`src/rtl/nco_decim_fifo_if.sv`:
```
// rtl/nco_decim_fifo_if.sv - sample-in / result-out stream bundle for nco_decim_fifo
interface nco_decim_fifo_if #(
  parameter int DW = 32
);
  logic          in_en;
  logic [DW-1:0] in_data;
  logic [DW-1:0] out_data;
  logic          out_valid;
  logic          out_ready;

  modport master (output in_en, output in_data, output out_ready,
                  input  out_data, input out_valid);
  modport slave  (input  in_en, input in_data, input out_ready,
                  output out_data, output out_valid);
endinterface

```
`src/rtl/nco_decim_fifo.sv`:
```
// rtl/nco_decim_fifo.sv - accumulate-and-dump decimator (R=1,2,4,8) feeding a FWFT result FIFO
module nco_decim_fifo #(
  parameter int DW    = 32,
  parameter int DEPTH = 8
) (
  input  logic                     clk,
  input  logic                     rst_n,
  nco_decim_fifo_if.slave          bus,
  input  logic [1:0]               dec_sel,
  input  logic                     ovf_clr,
  output logic [$clog2(DEPTH):0]   level,
  output logic                     ovf
);
  localparam int AW   = $clog2(DEPTH);
  localparam int LW   = AW + 1;
  localparam int ACCW = DW + 3;

  logic signed [ACCW-1:0] acc_q, acc_d, sum;
  logic [2:0]             cnt_q, cnt_d, last_idx;
  logic [1:0]             ratio_q, ratio_d, sel_eff;
  logic [DW-1:0]          result;
  logic                   blk_start, dump, pop, full, wr_en, ovf_set;

  logic [DW-1:0]          mem_q [DEPTH];
  logic [AW-1:0]          wr_ptr_q, rd_ptr_q, rd_next;
  logic [LW-1:0]          level_q, level_d;
  logic [DW-1:0]          head_q, head_d;
  logic                   ovf_q, ovf_d;

  always_comb begin
    blk_start = (cnt_q == 3'd0);
    // The ratio is taken live from dec_sel only on a block's first sample.
    sel_eff   = blk_start ? dec_sel : ratio_q;
    case (sel_eff)
      2'd0:    last_idx = 3'd0;
      2'd1:    last_idx = 3'd1;
      2'd2:    last_idx = 3'd3;
      default: last_idx = 3'd7;
    endcase
    sum    = (blk_start ? {ACCW{1'b0}} : acc_q) + {{3{bus.in_data[DW-1]}}, bus.in_data};
    result = DW'(sum >>> sel_eff);
    dump   = bus.in_en && (cnt_q == last_idx);

    acc_d   = acc_q;
    cnt_d   = cnt_q;
    ratio_d = ratio_q;
    if (bus.in_en) begin
      ratio_d = sel_eff;
      if (dump) begin
        acc_d = '0;
        cnt_d = 3'd0;
      end else begin
        acc_d = sum;
        cnt_d = cnt_q + 3'd1;
      end
    end

    full    = (level_q == LW'(DEPTH));
    pop     = (level_q != '0) && bus.out_ready;
    wr_en   = dump && (!full || pop);
    ovf_set = dump && full && !pop;
    level_d = level_q + LW'(wr_en) - LW'(pop);
    rd_next = rd_ptr_q + AW'(1);

    // Head register keeps its last value once the FIFO drains.
    head_d = head_q;
    if (wr_en && level_q == '0)
      head_d = result;
    else if (pop) begin
      if (level_q > LW'(1))
        head_d = mem_q[rd_next];
      else if (wr_en)
        head_d = result;
    end

    ovf_d = ovf_set ? 1'b1 : (ovf_clr ? 1'b0 : ovf_q);
  end

  always_ff @(posedge clk) begin
    if (!rst_n) begin
      acc_q    <= '0;
      cnt_q    <= 3'd0;
      ratio_q  <= dec_sel;
      wr_ptr_q <= '0;
      rd_ptr_q <= '0;
      level_q  <= '0;
      head_q   <= '0;
      ovf_q    <= 1'b0;
    end else begin
      acc_q    <= acc_d;
      cnt_q    <= cnt_d;
      ratio_q  <= ratio_d;
      wr_ptr_q <= wr_en ? wr_ptr_q + AW'(1) : wr_ptr_q;
      rd_ptr_q <= pop ? rd_next : rd_ptr_q;
      level_q  <= level_d;
      head_q   <= head_d;
      ovf_q    <= ovf_d;
    end
  end

  always_ff @(posedge clk) begin
    if (rst_n && wr_en)
      mem_q[wr_ptr_q] <= result;
  end

  assign bus.out_data  = head_q;
  assign bus.out_valid = (level_q != '0);
  assign level         = level_q;
  assign ovf           = ovf_q;
endmodule

```
`src/flat_wrapper.sv`:
```
// flat-port wrapper written by rule: the top's interface ports become plain ports
module nco_decim_fifo_flat 
#(
  parameter int DW    = 32,
  parameter int DEPTH = 8
)
  (clk, rst_n, dec_sel, ovf_clr, level, ovf, bus_in_en, bus_in_data, bus_out_ready, bus_out_data, bus_out_valid);
  nco_decim_fifo_if #(.DW(DW)) bus_i ();
  input  logic clk;
  input  logic rst_n;
  input  logic [1:0] dec_sel;
  input  logic ovf_clr;
  output logic [$clog2(DEPTH):0] level;
  output logic ovf;
  input wire logic [$bits(bus_i.in_en)-1:0] bus_in_en;
  input wire logic [$bits(bus_i.in_data)-1:0] bus_in_data;
  input wire logic [$bits(bus_i.out_ready)-1:0] bus_out_ready;
  output wire logic [$bits(bus_i.out_data)-1:0] bus_out_data;
  output wire logic [$bits(bus_i.out_valid)-1:0] bus_out_valid;
  assign bus_i.in_en = bus_in_en;
  assign bus_i.in_data = bus_in_data;
  assign bus_i.out_ready = bus_out_ready;
  assign bus_out_data = bus_i.out_data;
  assign bus_out_valid = bus_i.out_valid;
  nco_decim_fifo #(.DW(DW), .DEPTH(DEPTH)) u_core (.clk(clk), .rst_n(rst_n), .bus(bus_i), .dec_sel(dec_sel), .ovf_clr(ovf_clr), .level(level), .ovf(ovf));
endmodule
```
`config.mk`:
```
export PLATFORM = sky130hd
export DESIGN_NAME = nco_decim_fifo_flat
export DESIGN_NICKNAME = d
export VERILOG_FILES = /design/src/rtl/nco_decim_fifo_if.sv /design/src/rtl/nco_decim_fifo.sv /design/src/flat_wrapper.sv
export SDC_FILE = /design/constraint.sdc
export NUM_CORES = 1
export LEC_CHECK = 0
export CAP_MARGIN = 20
export CORE_ASPECT_RATIO = 2
export CORE_UTILIZATION = 33
export CTS_CLUSTER_DIAMETER = 120
export DETAILED_ROUTE_END_ITERATION = 10
export HOLD_SLACK_MARGIN = 0.12
export PLACE_DENSITY_LB_ADDON = 0.1
export SLEW_MARGIN = 20
export SYNTH_ARGS = -nofsm -noshare
export SYNTH_HDL_FRONTEND = slang
export SYNTH_SLANG_ARGS = --single-unit
```
`constraint.sdc`:
```
create_clock -name clk -period 7.9 [get_ports clk]
set_clock_uncertainty 0.1 [all_clocks]
set_input_delay 2.37 -clock clk [delete_from_list [all_inputs] [get_ports clk]]
set_output_delay 2.37 -clock clk [all_outputs]
set_load 0.02 [all_outputs]
```
==> run_results.csv <==
group,metric,value,unit
timing,final-max-slew-violation-count,0,
critical_path,worstPathMaxFanout,9,
die,core_region_area,0.0485,mm²
critical_path,worstPathCellList,"clkdlybuf4s50_1 > ha_1 > fa_1 > a211oi_1 > o211ai_2 > a311oi_2 > a211oi_1 > a311oi_1 > mux2i_1 > o21ai_1",
routing,post_drt_wl_per_cell,23.9,µm
routing,num_vias,10300,
timing,timing.hold.ws,0.352,ns
logic_synthesis,yosys.area.top_type,"edfxtp_1",
final_layout,final_core_util,38.9,%
global_routing,first_global_vias,11000,
final_layout,nets,1354,
die,dieWidth,159,µm
hold_path,hp-class,"flip-flop to flip-flop",
logic_synthesis,ys_seq_area_share,57.5,%
routing,drt_iter0_drc,519,
global_routing,grt_max_degree,43,
critical_path,critical_path_arrival,6.28,ns
pwr,p_leak,6.44,nW
pwr,total_power,5.69,mW
die,start_util,33.6,%
timing,max_slew.worst_pin.slew,1.06,ns
critical_path,crit_start,"bus_in_data[0]",
timing,finalSetupTns,0,ns
critical_path,worst_path_max_delay_cell,"a311oi_1",
timing,relSlewSlack,27.3,%
clocking,cts_resized,0,
critical_path,r2r_slack,2.76,ns
final_layout,num_antenna_cells,0,
timing,rsz0062_at_grt,"no",
routing,post-route-drc-count,0,
global_routing,grt_pass1_wl,68.9,mm
die,pin_count,77,
die,die_y,316,µm
logic_synthesis,netlist_instances,1210,
critical_path,crit_type,"primary input to flip-flop",
timing,period_needed,6.09,ns
logic_synthesis,syn_area,0.0163,mm²
timing,setup_viol,0,
final_layout,design_area,0.0189,mm²
clocking,tritoncts,"built",
timing,finalCritPeriodShare,77.1,%
logic_synthesis,synthTopCellsByArea,"edfxtp_1 (48%), dfxtp_1 (10%), mux4_2 (8.8%), ha_1 (3.4%), mux2i_1 (3.3%)",
clocking,clock-root-buffer,"clkbuf_16",
critical_path,critPathRequiredTime,8.09,ns
logic_synthesis,synth_flop_cell,"edfxtp_1",
global_routing,antenna_found_initial,0,
critical_path,cpMostUsedCell,"a211oi_1",
final_layout,syn_to_final_growth,15.7,%
die,die_area,0.0503,mm²
logic_synthesis,synth_edf_count,258,
pwr,cellPowerDensity,302,mW/mm²
die,num_rows,114,
logic_synthesis,yosys_warnings,0,
status,status,"complete, no violations",
placed_design,placed_area,0.0178,mm²
routing,wl,46.1,mm
clocking,htreeDepth,1,
critical_path,rr_endpoint,"u_core.mem_q[2][30]$_DFFE_PP_",
clocking,clk_pin_slew,0.07,ns
logic_synthesis,synth-seq-cells,339,
timing,final_hold_viol_count,0,
clocking,ctsHoldBuffers,0,
clocking,clk_latency,0.57,ns
clocking,cts_buffer_depth,3,
routing,via_per_inst,5.33,
logic_synthesis,ys_async_sr_fraction,0,%
final_layout,final_common_cell,"edfxtp_1",
final_layout,drive_gt1_share,14.6,%
final_layout,multiInputGateArea,0.00660,mm²
routing,firstDrtPassIters,5,
logic_synthesis,avgSynthCellArea,13.5,µm²
routing,antenna_left,0,
logic_synthesis,synth_cell_types,86,
pwr,ir_worst_vdd,0.204,mV
hold_path,hp-start,"u_core.bus.out_data[3]$_SDFFE_PN0P_",
logic_synthesis,syn_nets,1295,
placed_design,io_buffers,76,
logic_synthesis,synth_top_cell_area_share,47.6,%
placed_design,dp.final_hpwl,31.3,mm
critical_path,setup.worst_path.end_class,"flip-flop",
global_routing,grtUsageTotal,18.4,%
critical_path,r2r_cells,13,
timing,fmax,164,MHz
final_layout,final_cell_mix,"edfxtp_1 (258), nand2_1 (80), dfxtp_1 (80)",
final_layout,register_area,0.00937,mm²
critical_path,critPathMaxStageDelay,0.70,ns
clocking,postCtsSetupBuffers,0,
clocking,clock_sinks,339,
clocking,cts_buffers,30,
flow_run,cap_viol_max_count,0,
critical_path,r2r_start,"u_core.cnt_q[0]$_SDFFE_PN0P_",
placed_design,gp_congestion,0.803,
hold_path,min_to,"u_core.bus.out_data[3]$_SDFFE_PN0P_",
critical_path,critPathLaunchType,"primary input",
hold_path,whs_path_depth,2,
global_routing,grt-ovfl-total,0,
final_layout,num-fill-cells,4664,
-- layer usage --
metal | global-route usage (%) | part of all wire [%] | wire length [µm] | vias up
met4 | 6.36 | 2.9 | 1330 | 0
met1 | 20.9 | 40 | 18400 | 5195
met2 | 35.4 | 54 | 24700 | 244
met3 | 1.91 | 3.5 | 1610 | 65
li1 | - | - | - | 4796
met5 | 0 | 0 | 0 | -
-- worst max-delay path: cells and delay by family --
family                     cells  cell delay [ns]
adders and majority gates      2             0.70
buffers and inverters          1             0.41
AOI/OAI and AO/OA              6             2.59
muxes                          1             0.20
-- area by class of cell --
type | count | share of cell area, %
clock buffers | 42 | 4.55
clock inverters | 14 | 1.07
well taps | 638 | 4.23
flip-flops and latches | 339 | 49.7
repair buffers | 99 | 4.99
inverters | 22 | 0.438
multi-input cells | 777 | 35.0
-- worst max-delay path by stage --
stage / endpoint / slack, ns
floorplan: u_core.mem_q[1][0]$_DFFE_PP_ / 1.38
global placement: u_core.mem_q[4][27]$_DFFE_PP_ / 1.38
detailed placement: u_core.bus.out_data[30]$_SDFFE_PN0P_ / 1.28
CTS: u_core.mem_q[0][30]$_DFFE_PP_ / 1.86
global route: u_core.bus.out_data[30]$_SDFFE_PN0P_ / 1.59
finish: u_core.mem_q[2][30]$_DFFE_PP_ / 1.81
-- cell families (layout without fill, tap and decap cells) --
kind of cell    count (synthesis)  in the layout  share of synthesized area (%)
flops                         339            339                           57.5
mux                           127            127                           12.8
xor+xnor                       43             43                           2.31
fa+ha+maj                      46             46                           3.63
compound gates                276            276                           12.4
simple gates                  285            285                           8.78
buf+inv                        94            177                           2.52
-- synthesized netlist by cell type (all sizes together), types with 15 or more instances --
cell type	count
o211ai	15
nor2	58
nand3	32
dfxtp	81
o21ai	55
inv	22
mux2i	54
ha	44
and2	49
xor2	17
edfxtp	258
a21o	21
a21oi	60
nand2	81
clkbuf	41
buf	31
a22o	29
xnor2	26
mux4	64
-- registers in the layout, summed over array words and instances, names as in the netlist --
signal and count:
u_core.cnt_q 3, u_core.wr_ptr_q 3, u_core.level 4, u_core.acc_q 35, u_core.ovf 1, u_core.bus.out_data 32, u_core.mem_q 256, u_core.rd_ptr_q 3
u_core.ratio_q 2
-- where the power goes --
| group | internal, mW | switching (mW) | leakage (nW) |
|---|---|---|---|
| clock network | 0.921 | 0.676 | 0.513 |
| logic | 0.771 | 1.08 | 2.93 |
| registers | 2.13 | 0.118 | 2.99 |
-- stage by stage --
step                      cells  setup WS, ns
after floorplan            1210          1.38
after global placement     1875          1.38
after detailed placement   1875          1.28
after CTS                  1931          1.86
after global routing       1931          1.59
final                      1931          1.81
No activity file was read; power rests on OpenSTA's default activity.
